File: src/rtl/gmii_rx_frame_aligner_if.sv
// gmii_rx_frame_aligner_if
// Groups the GMII receive inputs and the aligned payload stream of the
// receive frame aligner into one bundle.
//   gmii_rxd_i / gmii_rx_dv_i / gmii_rx_er_i : raw GMII receive byte lane
//   data_o / valid_o / sof_o / eof_o / err_o  : aligned payload byte stream
//   frame_len_o                               : payload length (with eof_o)
//   drop_o                                    : discarded frame attempt pulse
// Modports: master = GMII source / stream sink, slave = aligner.
interface gmii_rx_frame_aligner_if #(
    parameter int unsigned LEN_W = 16
) ();

    logic [7:0]       gmii_rxd_i;
    logic             gmii_rx_dv_i;
    logic             gmii_rx_er_i;

    logic [7:0]       data_o;
    logic             valid_o;
    logic             sof_o;
    logic             eof_o;
    logic             err_o;
    logic [LEN_W-1:0] frame_len_o;
    logic             drop_o;

    modport master (
        output gmii_rxd_i,
        output gmii_rx_dv_i,
        output gmii_rx_er_i,
        input  data_o,
        input  valid_o,
        input  sof_o,
        input  eof_o,
        input  err_o,
        input  frame_len_o,
        input  drop_o
    );

    modport slave (
        input  gmii_rxd_i,
        input  gmii_rx_dv_i,
        input  gmii_rx_er_i,
        output data_o,
        output valid_o,
        output sof_o,
        output eof_o,
        output err_o,
        output frame_len_o,
        output drop_o
    );

endinterface

File: src/rtl/gmii_rx_frame_aligner.sv
// gmii_rx_frame_aligner
// First stage of the GMII receive path. Validates the 0x55 preamble run and
// the 0xD5 SFD, strips both, and forwards the remaining bytes (FCS included)
// as a byte stream with start/end/error markers and a per-frame length.
// Malformed frame starts are discarded and flagged on drop_o.
//
// Ports:
//   clk    : 125 MHz GMII RX clock
//   rst_n  : synchronous active-low reset
//   rx     : gmii_rx_frame_aligner_if.slave
//            in : gmii_rxd_i[7:0], gmii_rx_dv_i, gmii_rx_er_i
//            out: data_o[7:0], valid_o, sof_o, eof_o, err_o,
//                 frame_len_o[LEN_W-1:0], drop_o (all registered)
//
// Build option:
//   RX_MAX_LEN_CHECK_EN : when defined, frames longer than MAX_FRAME_LEN are
//                         cut at MAX_FRAME_LEN bytes and closed with err_o=1.
module gmii_rx_frame_aligner #(
    parameter int unsigned MIN_PREAMBLE  = 5,
    parameter int unsigned MAX_PREAMBLE  = 7,
    parameter int unsigned LEN_W         = 16,
    parameter int unsigned MAX_FRAME_LEN = 1522
) (
    input  logic                      clk,
    input  logic                      rst_n,
    gmii_rx_frame_aligner_if.slave    rx
);

    // Preamble counter must hold MAX_PREAMBLE+1 so the overlong case is seen
    localparam int unsigned PRE_W = $clog2(MAX_PREAMBLE + 2);

    localparam logic [7:0]       PRE_BYTE  = 8'h55;
    localparam logic [7:0]       SFD_BYTE  = 8'hD5;
    localparam logic [PRE_W-1:0] MIN_PRE_C = PRE_W'(MIN_PREAMBLE);
    localparam logic [PRE_W-1:0] MAX_PRE_C = PRE_W'(MAX_PREAMBLE);
    localparam logic [LEN_W-1:0] LEN_SAT_C = {LEN_W{1'b1}};

    // Elaboration-time sanity check of the configuration
    if (MIN_PREAMBLE == 0 || MIN_PREAMBLE > MAX_PREAMBLE ||
        MAX_FRAME_LEN == 0) begin : g_bad_cfg
        $error("gmii_rx_frame_aligner: inconsistent preamble/frame-length parameters");
    end

    typedef enum logic [1:0] {
        S_IDLE,
        S_PREAMBLE,
        S_PAYLOAD,
        S_WAIT_IDLE
    } state_e;

    state_e           state_q,   state_d;
    logic [PRE_W-1:0] pre_cnt_q, pre_cnt_d;
    logic [7:0]       hold_q,    hold_d;
    logic             hold_vld_q, hold_vld_d;
    logic             sof_arm_q, sof_arm_d;
    logic             err_stk_q, err_stk_d;
    logic [LEN_W-1:0] len_q,     len_d;

    logic [7:0]       data_q,    data_d;
    logic             valid_q,   valid_d;
    logic             sof_q,     sof_d;
    logic             eof_q,     eof_d;
    logic             err_q,     err_d;
    logic [LEN_W-1:0] flen_q,    flen_d;
    logic             drop_q,    drop_d;

    logic [7:0]       rxd;
    logic             dv;
    logic             rx_er;
    logic [PRE_W-1:0] pre_inc;
    logic [LEN_W-1:0] len_inc;
    logic             len_limit;

    assign rxd   = rx.gmii_rxd_i;
    assign dv    = rx.gmii_rx_dv_i;
    assign rx_er = rx.gmii_rx_er_i;

    assign pre_inc = pre_cnt_q + PRE_W'(1);
    // Length saturates instead of wrapping on oversize frames
    assign len_inc = (len_q == LEN_SAT_C) ? len_q : len_q + LEN_W'(1);

`ifdef RX_MAX_LEN_CHECK_EN
    localparam logic [LEN_W-1:0] MAX_LEN_C = LEN_W'(MAX_FRAME_LEN);
    // Hold already contains byte MAX_FRAME_LEN, so any further byte is one too many
    assign len_limit = (len_q == MAX_LEN_C);
`else
    assign len_limit = 1'b0;
`endif

    // Next-state and output decode
    always_comb begin
        state_d    = state_q;
        pre_cnt_d  = pre_cnt_q;
        hold_d     = hold_q;
        hold_vld_d = hold_vld_q;
        sof_arm_d  = sof_arm_q;
        err_stk_d  = err_stk_q;
        len_d      = len_q;

        data_d  = 8'h00;
        valid_d = 1'b0;
        sof_d   = 1'b0;
        eof_d   = 1'b0;
        err_d   = 1'b0;
        flen_d  = '0;
        drop_d  = 1'b0;

        case (state_q)
            S_IDLE: begin
                if (dv) begin
                    if (rxd == PRE_BYTE) begin
                        state_d   = S_PREAMBLE;
                        pre_cnt_d = PRE_W'(1);
                    end else begin
                        drop_d  = 1'b1;
                        state_d = S_WAIT_IDLE;
                    end
                end
            end

            S_PREAMBLE: begin
                if (!dv) begin
                    drop_d  = 1'b1;
                    state_d = S_IDLE;
                end else if (rx_er) begin
                    drop_d  = 1'b1;
                    state_d = S_WAIT_IDLE;
                end else if (rxd == PRE_BYTE) begin
                    pre_cnt_d = pre_inc;
                    if (pre_inc > MAX_PRE_C) begin
                        drop_d  = 1'b1;
                        state_d = S_WAIT_IDLE;
                    end
                end else if (rxd == SFD_BYTE && pre_cnt_q >= MIN_PRE_C) begin
                    state_d    = S_PAYLOAD;
                    sof_arm_d  = 1'b1;
                    err_stk_d  = 1'b0;
                    hold_vld_d = 1'b0;
                    len_d      = '0;
                end else begin
                    drop_d  = 1'b1;
                    state_d = S_WAIT_IDLE;
                end
            end

            S_PAYLOAD: begin
                if (dv) begin
                    if (len_limit) begin
                        // Oversize: close the frame on the held byte, discard the rest
                        data_d     = hold_q;
                        valid_d    = 1'b1;
                        sof_d      = sof_arm_q;
                        eof_d      = 1'b1;
                        err_d      = 1'b1;
                        flen_d     = len_q;
                        sof_arm_d  = 1'b0;
                        hold_vld_d = 1'b0;
                        state_d    = S_WAIT_IDLE;
                    end else begin
                        // One-byte delay lets the last byte carry eof once dv falls
                        hold_d     = rxd;
                        hold_vld_d = 1'b1;
                        len_d      = len_inc;
                        if (rx_er) begin
                            err_stk_d = 1'b1;
                        end
                        if (hold_vld_q) begin
                            data_d    = hold_q;
                            valid_d   = 1'b1;
                            sof_d     = sof_arm_q;
                            sof_arm_d = 1'b0;
                        end
                    end
                end else begin
                    if (hold_vld_q) begin
                        data_d  = hold_q;
                        valid_d = 1'b1;
                        sof_d   = sof_arm_q;
                        eof_d   = 1'b1;
                        err_d   = err_stk_q;
                        flen_d  = len_q;
                    end else begin
                        // SFD followed directly by end of carrier: nothing to deliver
                        drop_d = 1'b1;
                    end
                    sof_arm_d  = 1'b0;
                    hold_vld_d = 1'b0;
                    state_d    = S_IDLE;
                end
            end

            S_WAIT_IDLE: begin
                if (!dv) begin
                    state_d = S_IDLE;
                end
            end

            default: begin
                state_d = S_IDLE;
            end
        endcase
    end

    // State and output registers
    always_ff @(posedge clk) begin
        if (!rst_n) begin
            state_q    <= S_IDLE;
            pre_cnt_q  <= '0;
            hold_q     <= 8'h00;
            hold_vld_q <= 1'b0;
            sof_arm_q  <= 1'b0;
            err_stk_q  <= 1'b0;
            len_q      <= '0;
            data_q     <= 8'h00;
            valid_q    <= 1'b0;
            sof_q      <= 1'b0;
            eof_q      <= 1'b0;
            err_q      <= 1'b0;
            flen_q     <= '0;
            drop_q     <= 1'b0;
        end else begin
            state_q    <= state_d;
            pre_cnt_q  <= pre_cnt_d;
            hold_q     <= hold_d;
            hold_vld_q <= hold_vld_d;
            sof_arm_q  <= sof_arm_d;
            err_stk_q  <= err_stk_d;
            len_q      <= len_d;
            data_q     <= data_d;
            valid_q    <= valid_d;
            sof_q      <= sof_d;
            eof_q      <= eof_d;
            err_q      <= err_d;
            flen_q     <= flen_d;
            drop_q     <= drop_d;
        end
    end

    assign rx.data_o      = data_q;
    assign rx.valid_o     = valid_q;
    assign rx.sof_o       = sof_q;
    assign rx.eof_o       = eof_q;
    assign rx.err_o       = err_q;
    assign rx.frame_len_o = flen_q;
    assign rx.drop_o      = drop_q;

endmodule
File: src/flat_wrapper.sv
// flat-port wrapper written by rule: the top's interface ports become plain ports
module gmii_rx_frame_aligner_flat 
#(
    parameter int unsigned MIN_PREAMBLE  = 5,
    parameter int unsigned MAX_PREAMBLE  = 7,
    parameter int unsigned LEN_W         = 16,
    parameter int unsigned MAX_FRAME_LEN = 1522
)
  (clk, rst_n, rx_gmii_rxd_i, rx_gmii_rx_dv_i, rx_gmii_rx_er_i, rx_data_o, rx_valid_o, rx_sof_o, rx_eof_o, rx_err_o, rx_frame_len_o, rx_drop_o);
  gmii_rx_frame_aligner_if #(.LEN_W(LEN_W)) rx_i ();
  input  logic clk;
  input  logic rst_n;
  input wire logic [$bits(rx_i.gmii_rxd_i)-1:0] rx_gmii_rxd_i;
  input wire logic [$bits(rx_i.gmii_rx_dv_i)-1:0] rx_gmii_rx_dv_i;
  input wire logic [$bits(rx_i.gmii_rx_er_i)-1:0] rx_gmii_rx_er_i;
  output wire logic [$bits(rx_i.data_o)-1:0] rx_data_o;
  output wire logic [$bits(rx_i.valid_o)-1:0] rx_valid_o;
  output wire logic [$bits(rx_i.sof_o)-1:0] rx_sof_o;
  output wire logic [$bits(rx_i.eof_o)-1:0] rx_eof_o;
  output wire logic [$bits(rx_i.err_o)-1:0] rx_err_o;
  output wire logic [$bits(rx_i.frame_len_o)-1:0] rx_frame_len_o;
  output wire logic [$bits(rx_i.drop_o)-1:0] rx_drop_o;
  assign rx_i.gmii_rxd_i = rx_gmii_rxd_i;
  assign rx_i.gmii_rx_dv_i = rx_gmii_rx_dv_i;
  assign rx_i.gmii_rx_er_i = rx_gmii_rx_er_i;
  assign rx_data_o = rx_i.data_o;
  assign rx_valid_o = rx_i.valid_o;
  assign rx_sof_o = rx_i.sof_o;
  assign rx_eof_o = rx_i.eof_o;
  assign rx_err_o = rx_i.err_o;
  assign rx_frame_len_o = rx_i.frame_len_o;
  assign rx_drop_o = rx_i.drop_o;
  gmii_rx_frame_aligner #(.MIN_PREAMBLE(MIN_PREAMBLE), .MAX_PREAMBLE(MAX_PREAMBLE), .LEN_W(LEN_W), .MAX_FRAME_LEN(MAX_FRAME_LEN)) u_core (.clk(clk), .rst_n(rst_n), .rx(rx_i));
endmodule
File: config.mk
export PLATFORM = sky130hd
export DESIGN_NAME = gmii_rx_frame_aligner_flat
export DESIGN_NICKNAME = d
export VERILOG_FILES = /design/src/rtl/gmii_rx_frame_aligner_if.sv /design/src/rtl/gmii_rx_frame_aligner.sv /design/src/flat_wrapper.sv
export SDC_FILE = /design/constraint.sdc
export NUM_CORES = 1
export LEC_CHECK = 0
export CAP_MARGIN = 30
export CORE_MARGIN = 4
export CORE_UTILIZATION = 50
export DETAILED_ROUTE_END_ITERATION = 8
export DONT_BUFFER_PORTS = 1
export PLACE_DENSITY = 0.68
export SLEW_MARGIN = 20
export SYNTH_ARGS = -nofsm -noshare
export SYNTH_HDL_FRONTEND = slang
export SYNTH_SLANG_ARGS = --single-unit
export TNS_END_PERCENT = 30
File: constraint.sdc
create_clock -name clk -period 1.95 [get_ports clk]
set_input_delay 0.2925 -clock clk [delete_from_list [all_inputs] [get_ports clk]]
set_output_delay 0.2925 -clock clk [all_outputs]
set_load 0.005 [all_outputs]
* Word-level counts from Yosys, hierarchy flattened *
Index checks and enable logic that the tools add are counted.

word-level totals
  register bits = 62
  input port bits = 12
  output and inout bits = 29
  logic and storage cells = 105

operators by class
  $add $sub $neg = 2
  $lt $le $gt $ge = 2
  equal/unequal tests = 19
  multiplexer cells = 49
  bitwise operators = 3
  reduce and logical (&&, ||, !) cells = 16

operator list
  operator                                                        number
  two-way mux 16 bit                                              6
  one-hot mux 16 bit (2 select lines)                             1
  two-way mux 1 bit                                               24
  two-way mux 4 bit                                               5
  adder 16 x 1 -> 16 bit (second input constant)                  1
  == test 16 bit (second input constant)                          1
  != test 2 bit (second input constant)                           8
  two-way mux 2 bit                                               7
  AND reduction 7 bit                                             2
  AND reduction 6 bit                                             2
  == test 8 x 7 -> 1 bit (second input constant)                  1
  == test 8 bit (second input constant)                           1
  one-hot mux 4 bit (2 select lines)                              1
  != test 2 x 1 -> 1 bit (second input constant)                  3
  one-hot mux 1 bit (2 select lines)                              3
  one-hot mux 2 bit (3 select lines)                              1
  AND reduction 3 bit                                             2
  != test 5 bit (second input constant)                           1
  AND reduction 5 bit                                             1
  adder 4 x 1 -> 4 bit (second input constant)                    1
  == test 2 bit (second input constant)                           2
  >= comparator 4 x 3 -> 1 bit (second input constant)            1
  greater-than comparator 4 x 3 -> 1 bit (second input constant)  1
  AND reduction 2 bit                                             2
  other kinds (10)                                                13

* Longest topological paths before layout *
Gate-level depths: netlist of run 1.

  depth in word-level cells = 7
  gate-level depth with buffers = 9
  depth with buffers taken out = 7

* Least setup slack after synthesis of run 1 *
No wires, ideal clock.

  kind = flip-flop to flip-flop
  start point = register u_core.len_q[8]
  end point = register u_core.len_q[0]
  setup time = 0.121 ns
  data arrival time = 1.705 ns
  required time = 1.829 ns
  path slack = 0.124 ns
  cell stages (with the launch flop) = 8
  buffers on the path = 2
  period minus slack after synthesis = 1.826 ns
  cell sequence = dfxtp_1 nand4_1 or4_4 a22oi_4 buf_6 buf_12 xor2_1 nor2_1

between the ends
  word-level cells in the longest chain between the ends = 3

ends and longest elaborated chain
  element                        RTL line                      RTL
  start: declaration             gmii_rx_frame_aligner.sv:57   logic [LEN_W-1:0] len_q, len_d;
  start signal: assignment       gmii_rx_frame_aligner.sv:228  len_q <= len_d;
  == test 16 bit                 gmii_rx_frame_aligner.sv:80   assign len_inc = (len_q == LEN_SAT_C) ? len_q : len_q + LEN_W'(1);
  != test 2 bit (no line)        n/a
  AND reduction 7 bit (no line)  n/a

Every way passes these cells.
A chain may end at the register's enable or synchronous reset.

* Worst setup path after layout of run 1 *
  start point = register u_core.state_q[1]
  end point = register u_core.len_q[5]

between the ends
  word-level cells in the longest chain between the ends = 3
  elaborated cells between the ends (all ways) = 11
  classes of those cells = 8 x eq/ne; 1 x mux; 2 x reduce/logical

ends and longest elaborated chain
  element                                                  RTL line                      RTL
  start: declaration                                       gmii_rx_frame_aligner.sv:51   state_e state_q, state_d;
  start signal: assignment                                 gmii_rx_frame_aligner.sv:222  state_q <= state_d;
  == test 2 bit or == test 2 x 1 -> 1 bit (tied branches)  gmii_rx_frame_aligner.sv:108  case (state_q)
  != test 2 bit (no line), or another cell as far along    n/a
  AND reduction 7 bit (no line)                            n/a

Several ways; a longest one is shown, not always the timed one.

==> flow_metrics.py, run 1 <==
metrics = {
    "outcome": {
        "outcome": "finished, final reports clean",
    },
    "clock_tree": {
        "cts_inserted_buffers": 9,
        "hold_buffers": 0,
        "cts_sinks": 62,
        "clockBufferDepth": 2,
        "cts_root_buf": "clkbuf_8",
        "tritoncts": "done",
        "h-tree-depth": 3,
        "insertion_delay_ps": 330,
        "clk_pin_slew_ps": 60,
    },
    "layout": {
        "fill_cells": 456,
        "layout.nets": 292,
        "syn_to_final_growth_pct": 11.9,
        "drive_gt1_share_pct": 19.6,
        "diodes": 0,
        "finalInstanceArea_um2": 2820,
    },
    "logic_synthesis": {
        "synthSimpleGateAreaFrac_pct": 26.7,
        "post_synth_xor_area_fraction_pct": 0.694,
        "yosys.area.top_type": "dfxtp_1",
        "synth.distinct_cells": 48,
        "synth_edf_count": 0,
        "synth_cells": 263,
        "ys_async_sr_fraction_pct": 0,
        "synth_top_area_share_pct": 49.2,
        "synth_fa_ha_area_share_pct": 1.98,
        "seq_area_frac_synth_pct": 49.2,
        "netlist_top_cells_count": "62 x dfxtp_1, 27 x nand2_1, 26 x and2_1",
        "synth.top_cells.by_area": "dfxtp_1 49%, and2_1 6.4%, nand2_1 4.0%, a21boi_0 3.0%, a21oi_2 2.8%",
        "syn_nets": 279,
        "synth_mux_area_share_pct": 0,
        "syn_area_per_cell_um2": 9.59,
        "ys_ff_latch": 62,
        "synth_flop_cell": "dfxtp_1",
        "synth_top_family_by_area": "simple AND/OR/NAND/NOR gates",
        "netlist_area_um2": 2520,
        "synth_most_common_cell": "dfxtp_1",
        "ys.warnings.count": 0,
        "synth_compound_area_share_pct": 16.3,
    },
    "route": {
        "drtIter0Drc": 67,
        "wire_per_inst_um": 13.8,
        "wl_um": 4790,
        "avgViaCountPerCell": 5.36,
        "ant_nets": 0,
        "first_pass_iters": 4,
        "drcViolationCount": 0,
        "vias": 1864,
    },
    "worst_setup_path": {
        "cp_max_fo": 30,
        "worstRegToRegCells": 6,
        "critPathCaptureType": "flop",
        "worstSetupStartpointType": "flop",
        "r2r_slack_ps": 80,
        "crit_type": "flop to flop",
        "crit_required_ps": 2210,
        "cpMaxStageDelayCell": "or4_1",
        "path_cells": "and4bb_2 -> o2111a_2 -> a22oi_4 -> buf_12 -> or4_1 -> a21oi_1",
        "cpPeakStageDelay_ps": 500,
        "arrival_ps": 2140,
    },
    "sta": {
        "grt_setup_unrepaired": "no",
        "skew_ps": 7.05,
        "max_freq_mhz": 534,
        "finalCriticalPeriod_ps": 1870,
        "finalSetupViolCount": 0,
        "hold_viol": 0,
        "tns_ps": 0,
        "min_period_over_period_pct": 96.0,
        "worst_slew_pin_slew_ps": 562,
        "slew_headroom_pct": 62.4,
        "maxSlewViolCount": 0,
    },
    "power_and_ir_drop": {
        "pwr_density_cell_nw_per_um2": 859,
        "p_leak_nw": 0.985,
        "worst_ir_drop_vdd_v": 0.000450,
    },
    "global_route": {
        "grt_max_degree": 31,
        "grt_pass1_wl_um": 7790,
        "grt_use_total_pct": 16.5,
        "grt_pass1_vias": 1713,
        "antenna_found_initial": 0,
        "overflow": 0,
    },
    "run": {
        "cap_viol_max_count": 0,
    },
    "hold_path": {
        "hp-class": "input pin to flop",
        "whs_path_depth": 1,
    },
    "placement": {
        "gp_congestion": 0.769,
        "placed_area_um2": 2620,
        "io_buffers": 0,
        "hpwl_um": 3310,
    },
    "die": {
        "fp-row-count": 25,
        "die_w_um": 79.0,
        "core_area_um2": 4820,
        "initial_utilization_pct": 52.4,
        "io-pin-count": 41,
        "die_area_um2": 6240,
        "fp.dieH_um": 79.0,
    },
}
## critical path, delay by kind of cell (launching register included)
family,cells,cell delay [ps]
buffers and inverters,1,170
DFF,1,340
and+or+nand+nor,2,820
AOI/OAI and AO/OA,3,480
## cells in the final DEF (no fill, tap or decap), drive strengths merged, types with 2 or more instances in the layout
cell	Yosys	layout
a21boi	10	10
a21oi	20	20
a22oi	2	2
and2	28	28
and4bb	2	2
buf	6	15
clkbuf	5	10
clkinv	0	2
clkinvlp	0	3
dfxtp	62	62
ha	4	4
inv	7	7
nand2	27	27
nand3	11	11
nand4	5	5
nand4b	2	2
nor2	9	9
nor2b	8	8
nor3b	2	2
o21ai	16	16
o31ai	4	4
or3	11	11
or4	5	5
## where the power goes
group / switching (mW) / leakage, nW / internal [mW]
registers: 0.00664 / 0.502 / 1.28
clock network: 0.483 / 0.0883 / 0.585
logic: 0.0383 / 0.395 / 0.0341
total: 0.528 / 0.985 / 1.90
## registers in the layout, summed over array words and instances, names as in the netlist, 2 cells and up
name,cells
u_core.len_q,16
u_core.rx.frame_len_o,16
u_core.hold_q,8
u_core.rx.data_o,8
u_core.pre_cnt_q,4
u_core.state_q,2
## per-layer routing
layer	part of all wire, %	global-route usage (%)	vias up
met4	2.8	12.9	0
li1	-	-	947
met1	48	19.7	860
met2	43	23.8	46
met5	0	0	-
met3	6.5	5.90	11
## logic make-up after synthesis
group	Yosys count
and+or+nand+nor	117
DFF	62
AOI/OAI and AO/OA	58
buffers and inverters	20
adders and majority gates	4
xor gates and xnor gates	2
## metrics by stage
step                      hold WS (ps)  setup slack, ps  power, mW  cells  utilization [%]
final                             84.6             78.2       2.43    348             58.6
after global routing              55.0             1.53       2.54    348             58.6
after CTS                         71.4             36.9       2.46    347             58.3
after detailed placement           429             62.4       1.39    331             54.4
after global placement             426              106       1.38    331             54.4
after floorplan                    423              124       1.38    263                -
## path summary, 6_finish.rpt
path | start | endpoint
setup / recovery | u_core.state_q[1] | u_core.len_q[5]
hold / removal | rst_n | u_core.pre_cnt_q[0]
setup reg to reg | u_core.state_q[1] | u_core.len_q[5]
hold reg to reg | u_core.hold_q[6] | u_core.rx.data_o[6]
## area by class of cell
| type | count | area, um^2 | area share [%] |
|---|---|---|---|
| clock buffers | 10 | 128 | 4.52 |
| clock inverters | 6 | 62.6 | 2.22 |
| inverters | 7 | 26.3 | 0.931 |
| multi-input cells | 181 | 1150 | 40.9 |
| flip-flops and latches | 62 | 1240 | 44.1 |
| well taps | 67 | 83.8 | 2.97 |
| repair buffers | 15 | 125 | 4.43 |
## timing repair
action                                  in CTS  in global routing
endpoints found under the hold margin        0                  0
setup buffers                                0                  1
gates resized for setup                      0                  2
endpoints found under the setup margin       0                  4
(Power assumes the default switching activity.)
==> inputs of run 2 (changes only) <==
--- a/config.mk
+++ b/config.mk
@@ -10,7 +10,7 @@
 export CORE_UTILIZATION = 50
 export DETAILED_ROUTE_END_ITERATION = 8
 export DONT_BUFFER_PORTS = 1
-export PLACE_DENSITY = 0.68
+export PLACE_DENSITY = 0.65
 export SLEW_MARGIN = 20
 export SYNTH_ARGS = -nofsm -noshare
 export SYNTH_HDL_FRONTEND = slang
==> constraint.sdc (replaced) <==
create_clock -name clk -period 1.9 [get_ports clk]
set_input_delay 0.285 -clock clk [delete_from_list [all_inputs] [get_ports clk]]
set_output_delay 0.285 -clock clk [all_outputs]
set_load 0.005 [all_outputs]
==> run 2 against run 1 <==
  * Critical path depth is the same
  * Clock-buffer cell count unchanged
  * Largest cell class unchanged
  * Combinational power rose by 3%
  * Non-clock buffer count rose by 8
  * Sequential power hardly changed
==> flow_metrics.py, run 2 (synthesis results as in run 1) <==
metrics = {
    "outcome": {
        "outcome": "finished, final reports clean",
    },
    "route": {
        "avgViaCountPerCell": 5.27,
        "drcViolationCount": 0,
        "met1_length_um": 2280,
        "first_pass_iters": 4,
        "dr_wl_met2_um": 2030,
        "drtIter0Drc": 91,
        "met3_length_um": 326,
        "ant_nets": 0,
        "wire_per_inst_um": 13.2,
        "top_layer_used": "met4",
        "wl_um": 4720,
        "vias": 1876,
    },
    "worst_setup_path": {
        "cpMaxStageDelayCell": "or4_4",
        "arrival_ps": 2050,
        "crit_required_ps": 2110,
        "cpPeakStageDelay_ps": 610,
        "path_cells": "nand4_1 -> or4_4 -> a22oi_4 -> buf_12 -> or3_1 -> a21oi_2",
        "worstSetupStartpointType": "flop",
        "crit_type": "flop to flop",
        "cp_max_fo": 30,
        "cpLargestDelayFamily": "simple AND/OR/NAND/NOR gates",
        "path_buf_inv": 1,
        "critPathCaptureType": "flop",
    },
    "placement": {
        "io_buffers": 0,
        "hpwl_um": 3250,
        "dp_worst_setup_slack_ps": 8.86,
        "gp_congestion": 0.752,
    },
    "sta": {
        "worst_slew_pin_slew_ps": 582,
        "finalSetupViolCount": 0,
        "min_period_over_period_pct": 96.7,
        "fin_hold_ws_ps": 76.9,
        "skew_ps": 7.78,
        "fin_ws_ps": 62.0,
        "hold_viol": 0,
        "max_freq_mhz": 544,
        "finalCriticalPeriod_ps": 1840,
        "maxSlewViolCount": 0,
        "slew_headroom_pct": 61.0,
    },
    "clock_tree": {
        "h-tree-depth": 3,
        "clockBufferDepth": 2,
        "hold_buffers": 0,
        "insertion_delay_ps": 330,
        "cts_root_buf": "clkbuf_8",
        "cts_sinks": 62,
        "clk_pin_slew_ps": 70,
        "cts_inserted_buffers": 9,
        "tritoncts": "done",
    },
    "die": {
        "die_area_um2": 6240,
        "initial_utilization_pct": 52.4,
        "fp-row-count": 25,
        "io-pin-count": 41,
        "die_w_um": 79.0,
        "fp.dieH_um": 79.0,
        "core_area_um2": 4820,
    },
    "global_route": {
        "grt_pass1_vias": 1692,
        "overflow": 0,
        "grt_pass1_wl_um": 7860,
        "grt_use_total_pct": 16.1,
        "grt_max_degree": 31,
        "antenna_found_initial": 0,
    },
    "power_and_ir_drop": {
        "p_leak_nw": 1.05,
        "pwr_density_cell_nw_per_um2": 924,
        "worst_ir_drop_vdd_v": 0.000476,
    },
    "layout": {
        "final_util_pct": 60.8,
        "mostFrequentLayoutCells": "61 x dfxtp_1, 27 x nand2_1, 26 x and2_1, 22 x buf_4",
        "diodes": 0,
        "syn_to_final_growth_pct": 16.0,
        "final_common_cell": "dfxtp_1",
        "drive_gt1_share_pct": 22.1,
        "layout.nets": 300,
    },
    "hold_path": {
        "hp-class": "input pin to flop",
    },
    "run": {
        "cap_viol_max_count": 0,
    },
}
==> run 2: worst paths after layout <==
path                    start             endpoint  slack [ps]  depth (start not counted)
max reg2reg  u_core.len_q[11]     u_core.len_q[11]          60                          6
max          u_core.len_q[11]     u_core.len_q[11]          60                          6
min                     rst_n  u_core.pre_cnt_q[0]          80                          1
min reg2reg  u_core.hold_q[0]  u_core.rx.data_o[0]         460                          1
==> run 2: routing by layer <==
metal,vias to the layer above,track usage [%]
li1,957,-
met1,863,20.5
met2,49,24.3
met3,7,6.12
met4,0,7.22
met5,-,0
==> run 2: timing repair <==
action | 4_1_cts | 5_1_grt
gates cloned | 0 | 0
pin swaps | 0 | 7
endpoints found under the setup margin | 1 | 12
resized for setup | 1 | 2
buffers inserted | 0 | 3
==> run 2: cell type report <==
class	count	area [um^2]
repair buffers	23	185
inverters	7	26.3
well taps	67	83.8
flip-flops and latches	62	1240
multi-input cells	181	1160
clock buffers	10	138
fillers	441	1890
clock inverters	6	93.8
==> run 2: per-stage QoR <==
step	setup TNS, ps	total power [mW]	std cells	area, um^2
after global routing	-0.711	2.80	356	2930
after detailed placement	0	1.42	337	2670
after CTS	0	2.73	353	2900
after global placement	0	1.42	337	2670
final	0	2.70	356	2930
after floorplan	0	1.42	263	2520
==> run 2: report_power, final <==
| group | switching [mW] | internal [mW] | leakage [nW] |
|---|---|---|---|
| sequential | 0.00734 | 1.31 | 0.501 |
| combinational | 0.0383 | 0.0362 | 0.437 |
| clock | 0.527 | 0.783 | 0.113 |
